## config.mk

```make
export PLATFORM = sky130hd
export DESIGN_NAME = mux_21
export DESIGN_NICKNAME = d
export VERILOG_FILES = /design/src/rtl/mux_21.sv
export SDC_FILE = /design/constraint.sdc
export NUM_CORES = 1
export LEC_CHECK = 0
export ABC_AREA = 1
export CAP_MARGIN = 20
export CORE_MARGIN = 2
export CORE_UTILIZATION = 45
export CTS_CLUSTER_SIZE = 8
export DETAILED_ROUTE_END_ITERATION = 16
export PLACE_DENSITY = 0.8
export SYNTH_ARGS = -nofsm -noshare
export SYNTH_HDL_FRONTEND = slang
export SYNTH_SLANG_ARGS = --single-unit
```

## constraint.sdc

```tcl
create_clock -name clk -period 3.5 [get_ports clk]
set_input_delay 1.05 -clock clk [delete_from_list [all_inputs] [get_ports clk]]
set_output_delay 1.05 -clock clk [all_outputs]
set_load 0.005 [all_outputs]
```

## src/rtl/mux_21.sv

```systemverilog
// 2:1 selector with a combinational result, a one-cycle retimed copy and
// select-switch statistics (change pulse plus saturating switch counter).
module mux_21 #(
    parameter int unsigned WIDTH = 1,
    parameter int unsigned CNT_W = 16
) (
    input  logic             clk,
    input  logic             rst_n,
    input  logic [WIDTH-1:0] in1,
    input  logic [WIDTH-1:0] in2,
    input  logic             S,
    output logic [WIDTH-1:0] out,
    output logic [WIDTH-1:0] out_q,
    output logic             sel_q,
    output logic             sel_changed,
    output logic [CNT_W-1:0] switch_count
);

    localparam logic [CNT_W-1:0] CNT_MAX = {CNT_W{1'b1}};

    logic sel_diff;
    logic cnt_sat;

    // Plain ?: keeps agreeing bits intact when S is unknown.
    assign out      = S ? in2 : in1;
    assign sel_diff = (S != sel_q);
    assign cnt_sat  = (switch_count == CNT_MAX);

    // Retimed data and select copies.
    always_ff @(posedge clk or negedge rst_n) begin
        if (!rst_n) begin
            out_q <= '0;
            sel_q <= 1'b0;
        end else begin
            out_q <= out;
            sel_q <= S;
        end
    end

    // Switch monitor: pulse and counter move on the same edge.
    always_ff @(posedge clk or negedge rst_n) begin
        if (!rst_n) begin
            sel_changed  <= 1'b0;
            switch_count <= '0;
        end else begin
            sel_changed <= sel_diff;
            if (sel_diff && !cnt_sat) begin
                switch_count <= switch_count + CNT_W'(1);
            end
        end
    end

endmodule

```

==> results of run 1 <==
-- cell type report --
class                   instances  area, um^2
well taps                      30        37.5
repair buffers                 24         240
multi-input cells             113         562
inverters                      21        78.8
clock buffers                   4        26.3
fillers                       238        1010
flip-flops and latches         19         475
-- per-layer routing --
| metal | vias to the layer above | global-route usage, % | share of wire [%] |
|---|---|---|---|
| li1 | 529 | - | - |
| met5 | - | 0 | 0 |
| met1 | 512 | 24.0 | 43 |
| met2 | 27 | 38.0 | 51 |
| met3 | 4 | 5.28 | 4.9 |
| met4 | 0 | 8.75 | 1.1 |
-- power by group --
part | internal (mW) | switching (mW)
registers | 0.255 | 0.0513
logic | 0.105 | 0.0850
clock network | 0.0444 | 0.0666
-- cells in the mapped netlist --
cell / count
dfrtp_1: 19
o21ai_1: 1
xor2_1: 3
nand4_1: 6
o21ai_2: 4
buf_6: 1
inv_1: 20
nor2_2: 4
nand3b_1: 2
nor2_1: 11
xnor2_1: 1
nand2_2: 7
nor2_4: 3
nand3_1: 9
ha_1: 1
o21ai_0: 3
nand2_1: 58
clkinv_1: 1
-- critical path: cells and delay by family --
kind,cells,cell delay [ns]
simple gates,2,0.17
buf+inv,2,1.04
-- cells by family after synthesis --
group	count (synthesis)	synth area share (%)
AOI/OAI and AO/OA	8	4.88
adders and majority gates	1	1.11
DFF	19	42.2
xor gates and xnor gates	4	3.11
buffers and inverters	22	7.99
and+or+nand+nor	100	40.7
-- state kept, by name, summed over array words and instances (netlist names) --
register / cells
out_q: 1
sel_changed: 1
switch_count: 16
sel_q: 1
-- through the flow --
step | area [um^2] | setup slack, ns | hold WS (ns)
2_1_floorplan | 1130 | 1.24 | 0.504
3_3_place_gp | 1390 | 0.266 | 0.506
3_5_place_dp | 1390 | 0.167 | 0.519
4_1_cts | 1420 | 0.173 | 0.545
5_1_grt | 1420 | 0.111 | 0.598
6_report | 1420 | 0.178 | 0.535
-- worst max-delay path by stage --
stage / from / to / slack (ns) / cells past startpoint
final: S / out / 0.18 / 4
after global routing: S / out / 0.11 / 5
after CTS: S / out / 0.17 / 4
after detailed placement: S / out / 0.17 / 4
after global placement: S / out / 0.27 / 4
after floorplan: S / out / 1.24 / 3
==> impl_metrics.env, run 1 <==
export IMPL_status="complete, no violations"
export IMPL_synthToLayoutAreaGrowth_pct=26.0
export IMPL_start_util_pct=46.3
export IMPL_r2r_end="switch_count[15]"
export IMPL_fp_row_count=18
export IMPL_crit_path_start_kind="input pin"
export IMPL_avgSynthCellArea_um2=7.32
export IMPL_cts_hold_buf=0
export IMPL_port_buffers=24
export IMPL_syn_inst=154
export IMPL_grt_setup_unrepaired="false"
export IMPL_clockBufferDepth=2
export IMPL_die_h_um=54.1
export IMPL_setup_viol=0
export IMPL_root_buffer="clkbuf_4"
export IMPL_crit_arrival_ns=2.27
export IMPL_p_per_area_mw_per_mm2=427
export IMPL_synthesis_nets=160
export IMPL_reg2reg_from="switch_count[0]"
export IMPL_final_cell_mix="nand2_1 (58), clkdlybuf4s50_1 (24), inv_1 (20)"
export IMPL_final_common_cell="nand2_1"
export IMPL_place_inst=207
export IMPL_min_to="switch_count[14]"
export IMPL_stdcell_count=211
export IMPL_worstPathRequired_ns=2.45
export IMPL_cts_sinks=19
export IMPL_max_stage_delay_ns=0.53
export IMPL_drive_gt1_share_pct=11.6
export IMPL_grt_pass1_wl_mm=4.42
export IMPL_synth_area_leaders="dfrtp_1 (42%), nand2_1 (19%), inv_1 (6.7%)"
export IMPL_cts_made_buffers=3
export IMPL_antenna_found_initial=0
export IMPL_track_usage_pct=21.3
export IMPL_end_kind="primary output"
export IMPL_dieArea_mm2=0.00292
export IMPL_min_period_ns=3.32
export IMPL_hp_class="reg2reg"
export IMPL_relSlewSlack_pct=42.4
export IMPL_ir_drop_mv=0.282
export IMPL_hold_viol=0
export IMPL_grt_overflow_total=0
export IMPL_insertedDiodeCount=0
export IMPL_maxSlewViolCount=0
export IMPL_ys_seq_area_share_pct=42.2
export IMPL_worst_path_max_fanout=4
export IMPL_dp_hpwl_mm=1.86
export IMPL_path_cells="clkdlybuf4s50_1 -> nand2_1 -> nand2_1 -> clkdlybuf4s50_1"
export IMPL_r2r_cells=9
export IMPL_r2r_setup_slack_ns=1.66
export IMPL_fin_setup_tns_ns=0
export IMPL_max_clock_freq_mhz=301
export IMPL_critical_path_class="in2out"
export IMPL_place_congestion=0.796
export IMPL_synth_warnings=0
export IMPL_wl_mm=2.43
export IMPL_worstHoldPathCells=2
export IMPL_yosys_area_top_type_share_pct=42.2
export IMPL_wl_per_cell_um=11.5
export IMPL_worst_slew_pin_transition_ns=0.861
export IMPL_cts_resized=0
export IMPL_post_route_period_util_pct=94.9
export IMPL_drtIter0Drc=20
export IMPL_clock_latency_ns=0.30
export IMPL_post_cts_buffers=0
export IMPL_viasPerCell=5.08
export IMPL_ant_nets=0
export IMPL_design_core_area_mm2=0.00243
export IMPL_cp_slowest_cell="clkdlybuf4s50_1"
export IMPL_p_leak_nw=0.647
export IMPL_netlist_area_mm2=0.00113
export IMPL_die_w_um=54.1
export IMPL_drc=0
export IMPL_finish_utilization_pct=58.4
export IMPL_cts_reportedPaths_clkPinSlew_ns=0.10
export IMPL_grt_pass1_vias=1086
export IMPL_power_mw=0.607
export IMPL_cap_violations=0
export IMPL_cts_tree="built"
export IMPL_skew_ns=0.00185
export IMPL_grt_max_degree=20
export IMPL_nets=188
export IMPL_h_tree_depth=1
export IMPL_hp_start="switch_count[14]"
export IMPL_vias=1072
export IMPL_ys_seq_elements=19
export IMPL_pin_count=25
export IMPL_synth_top_area_cell="dfrtp_1"
export IMPL_ys_types=18
export IMPL_drtPass1Iterations=4
No activity file was read; power rests on OpenSTA's default activity.
==> inputs of run 2 (changes only) <==
- SKIP_LAST_GASP: not set -> 1
==> results of run 2 <==
The final DEF is identical to that of run 1; final timing and power are the same.
==> patch: new RTL, settings of run 1 <==
Register the output `switch_count` once more, with the module's reset; this adds one clock of latency there. The other outputs are not delayed to match.
--- a/src/rtl/mux_21.sv
+++ b/src/rtl/mux_21.sv
@@ -18,13 +18,15 @@
 
     localparam logic [CNT_W-1:0] CNT_MAX = {CNT_W{1'b1}};
 
+    logic [CNT_W-1:0] switch_count_s0;
+
     logic sel_diff;
     logic cnt_sat;
 
     // Plain ?: keeps agreeing bits intact when S is unknown.
     assign out      = S ? in2 : in1;
     assign sel_diff = (S != sel_q);
-    assign cnt_sat  = (switch_count == CNT_MAX);
+    assign cnt_sat  = (switch_count_s0 == CNT_MAX);
 
     // Retimed data and select copies.
     always_ff @(posedge clk or negedge rst_n) begin
@@ -41,12 +43,20 @@
     always_ff @(posedge clk or negedge rst_n) begin
         if (!rst_n) begin
             sel_changed  <= 1'b0;
-            switch_count <= '0;
+            switch_count_s0 <= '0;
         end else begin
             sel_changed <= sel_diff;
             if (sel_diff && !cnt_sat) begin
-                switch_count <= switch_count + CNT_W'(1);
+                switch_count_s0 <= switch_count_s0 + CNT_W'(1);
             end
+        end
+    end
+
+    always_ff @(posedge clk or negedge rst_n) begin
+        if (!rst_n) begin
+            switch_count <= '0;
+        end else begin
+            switch_count <= switch_count_s0;
         end
     end
 
Formal check against the unedited RTL: not equivalent (a bounded check fails within 4 cycles, from zero or initial values and one cycle with rst_n low).
==> patch against run 1 <==
- design area up 30%
- total power is 58% higher
- sequential cell count is 16 higher
- largest cell class is now registers
- area after synthesis up 33%
- routed wire length is 12% higher
- highest routed layer unchanged
- largest power group unchanged
- count of clock-buffer cells in the layout rose by 3
- cell count grew 15%
- worst setup slack worse by 0.058 ns
==> patch: results (changes against run 1) <==
numPlacedInstances: 234  # +13%
met2_usage: 0.283  # -0.0974
place_ws_ns: 0.110  # -0.0572 ns
insertion_delay_ns: 0.35  # +0.05 ns
grtUsageMet3: 0.0497  # -0.00309
r2r-end: "switch_count_s0[5]"
worstMarginPinSlew_ns: 0.421  # -0.440 ns
reg2reg_slack_ns: 1.71  # +0.05 ns
critPathMaxFanout: 2  # -2
yosys.cell_types.count: 19  # +1
synth_nets: 171  # +6.9%
worstHoldStart: "switch_count_s0[10]"
design_area_um2: 1850  # +30%
wl_per_cell_um: 11.3  # -2.0%
status: "finished, final reports clean"
min_path_cells: 0  # -2
fin_skew_ns: 0.0170  # +0.0151 ns
synthMuxAreaShare: 0.00750  # +0.00750
drtIter0Drc: 26  # +30%
cts_buffers: 5  # +2
reg2reg_from: "switch_count_s0[0]"
gp_congestion: 0.860  # +8.0%
worstPathArrival_ns: 2.33  # +0.06 ns
instances_no_fill: 242  # +15%
nFillCells: 271  # +14%
fin_hold_ws_ns: 0.436  # -0.0990 ns
wl_met3_um: 96  # -19%
dp_hpwl_mm: 2.03  # +9.4%
synth_xor_area_frac: 0.0342  # +0.00309
use_met1: 0.207  # -0.0332
p_sw_mw: 0.285  # +41%
synthAdderAreaFrac: 0.00833  # -0.00277
grt_pass1_vias: 1071  # -1.4%
drive_above_1_share: 0.101  # -0.0150
max_stage_delay_ns: 0.48  # -0.05 ns
drt-met1-wl_mm: 1.19  # +15%
cts_htree_levels: 2  # +1
synth-compound-area-share: 0.0217  # -0.0272
nets: 203  # +8.0%
ir_worst_vdd_v: 0.000226  # -20%
ys_top_cells_by_count: "nand2_1 (65), dfrtp_1 (35), nor2_1 (15)"
vias_per_cell: 4.71  # -7.3%
place_area_um2: 1800  # +29%
synth-seq-area-share: 0.583  # +0.162
syn_area_per_cell_um2: 9.10  # +24%
grt_max_degree: 36  # +80%
## patch: layout make-up
class	count	area share
Tap cell	44	0.0297
Clock inverter	1	0.00270
Inverter	13	0.0264
Timing Repair Buffer	26	0.138
Clock buffer	7	0.0243
Multi-Input combinational cell	116	0.306
Sequential cell	35	0.473
## patch: kinds of logic (layout without fill, tap and decap cells)
group | after synthesis | in the layout
fa+ha+maj | 1 | 1
buf+inv | 14 | 47
simple gates | 104 | 104
flops | 35 | 35
mux | 1 | 1
xor+xnor | 5 | 5
compound gates | 5 | 5
## patch: power by group through the flow
| stage | logic, mW | clock network [mW] | registers [mW] |
|---|---|---|---|
| floorplan | 0.0988 | 0 | 0.542 |
| global placement | 0.206 | 0 | 0.549 |
| detailed placement | 0.216 | 0 | 0.554 |
| CTS | 0.217 | 0.209 | 0.546 |
| global route | 0.239 | 0.222 | 0.558 |
| finish | 0.212 | 0.204 | 0.545 |
## patch: worst max-delay path, delay by kind of cell
family / cells / cell delay (ns)
buffers and inverters: 2 / 0.93
muxes: 1 / 0.35
